<file path="config.mk">
export PLATFORM = sky130hd
export DESIGN_NAME = bht_update_ctrl
export DESIGN_NICKNAME = d
export VERILOG_FILES = /design/src/rtl/bht_update_ctrl.sv
export SDC_FILE = /design/constraint.sdc
export NUM_CORES = 1
export LEC_CHECK = 0
export BUFFER_PORTS_ARGS = -buffer_cell sky130_fd_sc_hd__buf_2
export CORE_MARGIN = 2
export CORE_UTILIZATION = 30
export CTS_CLUSTER_DIAMETER = 40
export DETAILED_ROUTE_END_ITERATION = 16
export PLACE_DENSITY = 0.6
export SYNTH_ARGS = -nofsm -noshare
export SYNTH_HDL_FRONTEND = slang
export SYNTH_SLANG_ARGS = --single-unit
</file>
<file path="constraint.sdc">
create_clock -name clk -period 2.43 [get_ports clk]
set_input_delay 0.486 -clock clk [delete_from_list [all_inputs] [get_ports clk]]
set_output_delay 0.486 -clock clk [all_outputs]
set_load 0.1 [all_outputs]
</file>
<file path="src/rtl/bht_update_ctrl.sv">
// Branch history table sequencer: post-reset/flush clear sweep, lookup-first port
// arbitration, and queued 2-bit saturating-counter read-modify-write updates.
module bht_update_ctrl #(
    parameter int WIDTH_PC   = 32,
    parameter int IDX_W      = 7,
    parameter int TAG_W      = 7,
    parameter int FIFO_DEPTH = 4,
    localparam int ENTRY_W   = 3 + TAG_W + WIDTH_PC - 2
) (
    input  logic                clk,
    input  logic                rst_n,
    input  logic                flush,
    input  logic                lk_req,
    input  logic [WIDTH_PC-1:0] lk_pc,
    output logic                lk_gnt,
    output logic                lk_rvalid,
    input  logic                upd_valid,
    output logic                upd_ready,
    input  logic [WIDTH_PC-1:0] upd_pc,
    input  logic [WIDTH_PC-1:0] upd_target,
    input  logic                upd_taken,
    output logic                init_busy,
    output logic                tbl_en,
    output logic                tbl_we,
    output logic [IDX_W-1:0]    tbl_addr,
    output logic [ENTRY_W-1:0]  tbl_wdata,
    input  logic [ENTRY_W-1:0]  tbl_rdata
);
    localparam int TGT_W = WIDTH_PC - 2;
    localparam int PTR_W = $clog2(FIFO_DEPTH);

    typedef enum logic [1:0] {
        S_INIT  = 2'd0,
        S_IDLE  = 2'd1,
        S_WRITE = 2'd2
    } state_e;

    state_e           state_q, state_d;
    logic [IDX_W-1:0] sweep_q, sweep_d;
    logic [PTR_W-1:0] wr_ptr_q, wr_ptr_d;
    logic [PTR_W-1:0] rd_ptr_q, rd_ptr_d;
    logic [PTR_W:0]   count_q, count_d;
    logic             lk_rvalid_q;

    logic [IDX_W-1:0] fifo_idx_q   [FIFO_DEPTH];
    logic [TAG_W-1:0] fifo_tag_q   [FIFO_DEPTH];
    logic [TGT_W-1:0] fifo_tgt_q   [FIFO_DEPTH];
    logic             fifo_taken_q [FIFO_DEPTH];

    logic             push, pop, full, en_c, we_c;
    logic [IDX_W-1:0] lk_idx, upd_idx, head_idx;
    logic [TAG_W-1:0] upd_tag;
    logic             unused_pc_bits;

    // Status encoding: 00 JUMP, 01 WEAK_JUMP, 11 WEAK_NORM, 10 NORM.
    function automatic logic [1:0] step_status(input logic [1:0] st, input logic taken);
        logic [1:0] nx;
        if (taken) begin
            case (st)
                2'b10:   nx = 2'b11;
                2'b11:   nx = 2'b01;
                default: nx = 2'b00;
            endcase
        end else begin
            case (st)
                2'b00:   nx = 2'b01;
                2'b01:   nx = 2'b11;
                default: nx = 2'b10;
            endcase
        end
        return nx;
    endfunction

    function automatic logic [ENTRY_W-1:0] merge_entry(input logic [ENTRY_W-1:0] rd,
                                                       input logic [TAG_W-1:0]   tag,
                                                       input logic [TGT_W-1:0]   tgt,
                                                       input logic               taken);
        logic [1:0]       st;
        logic [TGT_W-1:0] t;
        if (rd[ENTRY_W-1] && (rd[TGT_W +: TAG_W] == tag)) begin
            st = step_status(rd[TGT_W+TAG_W +: 2], taken);
            t  = taken ? tgt : rd[TGT_W-1:0];
        end else begin
            st = taken ? 2'b01 : 2'b11;
            t  = tgt;
        end
        return {1'b1, st, tag, t};
    endfunction

    assign lk_idx   = lk_pc[IDX_W+1:2];
    assign upd_idx  = upd_pc[IDX_W+1:2];
    assign upd_tag  = upd_pc[IDX_W+TAG_W+1:IDX_W+2];
    assign head_idx = fifo_idx_q[rd_ptr_q];
    assign full     = (count_q == (PTR_W+1)'(FIFO_DEPTH));
    assign push     = upd_valid && !full && !flush;

    assign upd_ready = !full;
    assign init_busy = (state_q == S_INIT);
    assign lk_rvalid = lk_rvalid_q;
    // The sweep state is entered during reset; keep the port quiet until release.
    assign tbl_en    = en_c && rst_n;
    assign tbl_we    = we_c && rst_n;

    assign unused_pc_bits = ^{lk_pc[1:0], lk_pc[WIDTH_PC-1:IDX_W+2], upd_pc[1:0],
                              upd_pc[WIDTH_PC-1:IDX_W+TAG_W+2], upd_target[1:0]};

    always_comb begin
        state_d   = state_q;
        sweep_d   = sweep_q;
        wr_ptr_d  = wr_ptr_q;
        rd_ptr_d  = rd_ptr_q;
        count_d   = count_q;
        pop       = 1'b0;
        lk_gnt    = 1'b0;
        en_c      = 1'b0;
        we_c      = 1'b0;
        tbl_addr  = sweep_q;
        tbl_wdata = '0;
        case (state_q)
            S_INIT: begin
                en_c    = 1'b1;
                we_c    = 1'b1;
                sweep_d = sweep_q + 1'b1;
                if (sweep_q == '1) state_d = S_IDLE;
            end
            S_IDLE: begin
                if (lk_req) begin
                    lk_gnt   = 1'b1;
                    en_c     = 1'b1;
                    tbl_addr = lk_idx;
                end else if (count_q != '0) begin
                    en_c     = 1'b1;
                    tbl_addr = head_idx;
                    state_d  = S_WRITE;
                end
            end
            S_WRITE: begin
                en_c      = 1'b1;
                we_c      = 1'b1;
                tbl_addr  = head_idx;
                tbl_wdata = merge_entry(tbl_rdata, fifo_tag_q[rd_ptr_q],
                                        fifo_tgt_q[rd_ptr_q], fifo_taken_q[rd_ptr_q]);
                pop       = 1'b1;
                state_d   = S_IDLE;
            end
            default: state_d = S_INIT;
        endcase

        if (pop)  rd_ptr_d = rd_ptr_q + 1'b1;
        if (push) wr_ptr_d = wr_ptr_q + 1'b1;
        if (push && !pop)      count_d = count_q + 1'b1;
        else if (!push && pop) count_d = count_q - 1'b1;

        // Flush wins over everything; a WRITE in this cycle has already been issued.
        if (flush) begin
            state_d  = S_INIT;
            sweep_d  = '0;
            wr_ptr_d = '0;
            rd_ptr_d = '0;
            count_d  = '0;
        end
    end

    always_ff @(posedge clk or negedge rst_n) begin
        if (!rst_n) begin
            state_q     <= S_INIT;
            sweep_q     <= '0;
            wr_ptr_q    <= '0;
            rd_ptr_q    <= '0;
            count_q     <= '0;
            lk_rvalid_q <= 1'b0;
        end else begin
            state_q     <= state_d;
            sweep_q     <= sweep_d;
            wr_ptr_q    <= wr_ptr_d;
            rd_ptr_q    <= rd_ptr_d;
            count_q     <= count_d;
            lk_rvalid_q <= lk_gnt;
        end
    end

    always_ff @(posedge clk) begin
        if (push) begin
            fifo_idx_q[wr_ptr_q]   <= upd_idx;
            fifo_tag_q[wr_ptr_q]   <= upd_tag;
            fifo_tgt_q[wr_ptr_q]   <= upd_target[WIDTH_PC-1:2];
            fifo_taken_q[wr_ptr_q] <= upd_taken;
        end
    end

endmodule

</file>
### Word-level counts from Yosys, hierarchy flattened

Memories as Yosys holds them, arrays and structs flattened.
Index checks and enable logic that the tools add are counted.
W data, S select, Z words.

* add/sub/neg operators: 5
* multiply operators: 0
* div/mod/pow operators: 0
* magnitude comparators: 0
* eq/ne operators: 11
* shifts and indexed selects: 0
* multiplexer cells: 34
* bitwise logic cells: 0
* reduce and logical (&&, ||, !) cells: 20

Operator list (count)
* $mux W30: 2
* $mux W40: 1
* $mux W7: 4
* $mux W2: 11
* $pmux W7 S2: 1
* $mux W3: 3
* $mux W1: 8
* $pmux W2 S2: 2
* $add A7 B1 Y7 const B: 1
* $eq A7 B7 Y1: 1
* $eq A7 B7 Y1 const B: 1
* $logic_and A1 B1 Y1: 7
* $eq A2 B2 Y1 const B: 3
* $ne A3 B3 Y1 const B: 2
* $pmux W2 S3: 1
* $reduce_bool A2 Y1: 3
* $reduce_bool A3 Y1: 2
* $add A2 B1 Y2 const B: 2
* $eq A2 B1 Y1 const B: 2
* $logic_not A1 Y1: 4
* $logic_not A2 Y1: 2
* $add A3 B1 Y3 const B: 1
* $eq A3 B3 Y1 const B: 1
* $ne A3 B2 Y1 const B: 1
* 4 further kinds: 4

* register bits after elaboration: 17
* bits in latches: 0
* RAM bits: 180
* bits in read-only memories: 0
* input bits: 142
* memories kept: 4

Memory list
* fifo_tgt_q: depth 4, bits a word 30, rd ports 1, clocked after memory_dff 0, write ports 1, line 47 `logic [TGT_W-1:0] fifo_tgt_q [FIFO_DEPTH];`
* fifo_idx_q: depth 4, bits a word 7, rd ports 1, clocked after memory_dff 0, write ports 1, line 45 `logic [IDX_W-1:0] fifo_idx_q [FIFO_DEPTH];`
* fifo_tag_q: depth 4, bits a word 7, rd ports 1, clocked after memory_dff 0, write ports 1, line 46 `logic [TAG_W-1:0] fifo_tag_q [FIFO_DEPTH];`
* fifo_taken_q: depth 4, bits a word 1, rd ports 1, clocked after memory_dff 0, write ports 1, line 48 `logic fifo_taken_q [FIFO_DEPTH];`

### Longest topological paths before layout

* depth after elaboration: 9
* gate-level depth with buffers: 9
* gate-level depth less buffers: 8

### Worst setup path after synthesis

No wires, ideal clock.

* kind: register to output
* start point: reg rd_ptr_q[1]
* end point: out tbl_wdata[0]
* arrival: 3.447 ns
* required time: 1.944 ns
* path slack: -1.503 ns
* cell stages (with the launch flop): 8
* buffers on the path: 1
* cells stage by stage: dfrtp_1 -> mux2_2 -> a222oi_1 -> and4_1 -> o2111ai_2 -> nor3_4 -> buf_6 -> mux2i_1

* cells in the longest elaborated chain, start to end: 5
* elaborated cells on any way between the ends: 8

Ends and longest elaborated chain
* from (decl): line 41 `logic [PTR_W-1:0] rd_ptr_q, rd_ptr_d;`
* from (signal assigned): line 176 `rd_ptr_q <= rd_ptr_d;`
* $mem_v2 Z4 W7
* $eq A7 B7 Y1: line 80 `if (rd[ENTRY_W-1] && (rd[TGT_W +: TAG_W] == tag)) begin`
* $logic_and A1 B1 Y1: line 80
* $mux W30 *: line 80
* $mux W40 *: line 119 `case (state_q)`
* to (decl): line 26 `output logic [ENTRY_W-1:0] tbl_wdata,`

Mark *: on every way between the ends. The rest lies on a longest branch, timed or not.

### Worst setup path after layout

* start point: reg rd_ptr_q[1]
* end point: out tbl_wdata[27]

The elaborated chain is that of the path after synthesis.

==> metrics.cfg <==
[pwr]
total_power_mw=13.0
worst_ir_drop_vdd_uv=766
power_leakage_nw=4.26
power_density_mw_per_mm2=1050

[routing]
finalWirelength_microns=20300
dr.pass1.iters=5
wl_per_cell_microns=18.1
ant_nets=0
drt_iter0_markers=274
num_vias=5254
viasPerCell=4.68
post-route-drc-count=0

[worst_setup_path]
slowest_delay_ns=0.50
cp_num_buf_inv=3
arrival_ns=3.04
worstPathRequired_ns=1.94
end_kind=primary output
start_kind=flop
path_class=reg2out
crit_family=multiplexers
path_max_fanout=8
cp_common_cell=buf_12
cp_cell_sequence=mux2_4 > a222oi_1 > and4_1 > o2111ai_4 > nor3_4 > buf_12 > buf_12 > mux2i_4 > buf_12
worst_path_max_delay_cell=dfrtp_2

[logic_synthesis]
synth_edf_count=180
async_reset_ff_frac=0.0863
yosysUniqueCellTypes=51
syn_area_per_cell_sq_um=16.8
ys_ff_latch=197
yosysWarnings=0
yosysSeqAreaShare=0.666
synthesis.nets=674
ys.flop_type=edfxtp_1
syn-cell-area_sq_mm=0.00876
synthCells=522

[floorplanning]
fp.dieH_microns=175
die-area_sq_mm=0.0306
start_util=0.305
io-pin-count=195
die_w_microns=175
rows=62
core_area_sq_mm=0.0287

[sta]
slew_viol_final=0
setup_tns_ns=-37.80
worst_slew_pin_slew_ns=0.499
final_hold_viol_count=0
layout_setup_ws_ns=-1.10
maxSlewHeadroom=0.670
period_needed_ns=3.53
skew_ns=0.00983
rsz0062_at_grt=yes
clock.fmax_ghz=0.283
finalCritPeriodShare=1.45
timing.hold.ws_ns=0.0330
setup_viol=41

[finish]
final_nets=878
post-route-cell-area_sq_mm=0.0124
final.fill_count=2579
antenna_cells=0
syn_to_final_growth_pct=42.1
final_cells=1123
final_cell_mix=180 x edfxtp_1, 100 x buf_2, 79 x nand2_1, 64 x buf_12, 40 x buf_4
final_util=0.434
layout_commonest_cell=edfxtp_1
drive_gt1_frac=0.464

[clock_tree]
cts_hold_buffers=0
clk_latency_ns=0.43
clock_sinks=197
htreeDepth=4
cts_tree=done
cts-buffers-inserted=17
cts_root_buf=clkbuf_16
clockBufferDepth=2
clkTransAtPathRegs_ns=0.08

[grt]
grt_max_degree=43
track_usage=0.136
antenna_found_initial=3
grtUsageMet3=0.0337
grtUsageMet1=0.187
met2_usage=0.219
grt-busiest-layer=met2
grt_pass1_wl_microns=31400
first_global_vias=5439
gr-total-overflow=0

[placement]
place_ws_ns=-0.636
gp_congestion=0.751
dp_hpwl_microns=13400
dpl_cell_area_sq_mm=0.0114
dp.cells=1069
port_buffers=149

[job]
cap_violations=0

[outcome]
run_status=finished with violations
violations=setup timing

[hold_path]
min_path_type=in2async

## kinds of logic after synthesis
| group | Yosys count | synth area share |
|---|---|---|
| compound gates | 39 | 0.0349 |
| xor+xnor | 14 | 0.0140 |
| fa+ha+maj | 10 | 0.0151 |
| buf+inv | 38 | 0.0313 |
| flops | 197 | 0.666 |
| mux | 82 | 0.164 |
| simple gates | 142 | 0.0751 |
## what timing repair did
action / CTS / global route
endpoints found under the setup margin: 46 / 46
buffers inserted: 12 / 9
pin swaps: 9 / 8
resized for setup: 41 / 23
cloned: 1 / 1
## flip-flops by register name, indices dropped and copies added, names as in the netlist, 2 cells and up
name / cells
fifo_taken_q: 4
fifo_tag_q: 28
count_q: 3
sweep_q: 7
state_q: 2
rd_ptr_q: 2
fifo_idx_q: 28
wr_ptr_q: 2
fifo_tgt_q: 120
## area by class of cell
type / count / area (sq um) / area share
Timing Repair Buffer: 215 / 2260 / 0.182
Tap cell: 384 / 480 / 0.0386
Multi-Input combinational cell: 287 / 3250 / 0.261
Clock buffer: 17 / 425 / 0.0342
Clock inverter: 15 / 163 / 0.0131
Sequential cell: 197 / 5840 / 0.469
Inverter: 8 / 30.0 / 0.00241
## where the power goes
part           leakage [nW]  internal [mW]  switching [mW]
sequential             1.86           3.96           0.136
clock                 0.276           1.38            1.37
combinational          2.13           2.47            3.70
total                  4.26           7.82            5.20
## synth_stat cells, types with 7 or more instances
| cell type | count | area [sq um] |
|---|---|---|
| nor3_1 | 8 | 40.0 |
| xnor2_1 | 9 | 78.8 |
| ha_1 | 9 | 113 |
| nor2_1 | 19 | 71.3 |
| mux4_1 | 24 | 631 |
| mux2i_1 | 34 | 340 |
| inv_1 | 8 | 30.0 |
| clkbuf_1 | 10 | 37.5 |
| edfxtp_1 | 180 | 5410 |
| buf_6 | 7 | 78.8 |
| a222oi_1 | 8 | 80.1 |
| nand2_1 | 80 | 300 |
| and2_1 | 8 | 50.1 |
| dfrtp_1 | 17 | 425 |
| mux4_2 | 17 | 383 |
## routing by layer
metal | routed length, microns | share of wire | vias up
li1 | - | - | 2463
met1 | 9410 | 0.46 | 2643
met2 | 9900 | 0.49 | 132
met3 | 873 | 0.043 | 12
met4 | 129 | 0.0063 | 4
met5 | 22 | 0.0011 | -
## worst paths after layout
kind	cells past startpoint	slack, ns	startpoint	endpoint
max in group asynchronous	2	2.18	rst_n	rd_ptr_q[0]$_DFFE_PN0P_
worst max register to register	8	0.37	state_q[0]$_DFFE_PN0P_	count_q[2]$_DFFE_PN0P_
worst min-delay path	2	0.03	rst_n	lk_rvalid$_DFF_PN0_
worst min register to register	2	0.61	sweep_q[6]$_DFFE_PN0P_	sweep_q[6]$_DFFE_PN0P_
worst max-delay path	9	-1.10	rd_ptr_q[1]$_DFFE_PN0P_	tbl_wdata[27]
min in group clk	1	0.27	upd_target[15]	fifo_tgt_q[1][13]$_DFFE_PP_
## worst reg2reg max path: stages (launching register included)
cell and delay, ns:
dfrtp_1 0.40, inv_2 0.10, ha_4 0.25, buf_4 0.24
nor3_1 0.09, fa_1 0.38, nor3_1 0.24, o21ai_0 0.09
nor3b_1 0.14
(Power assumes the default switching activity.)
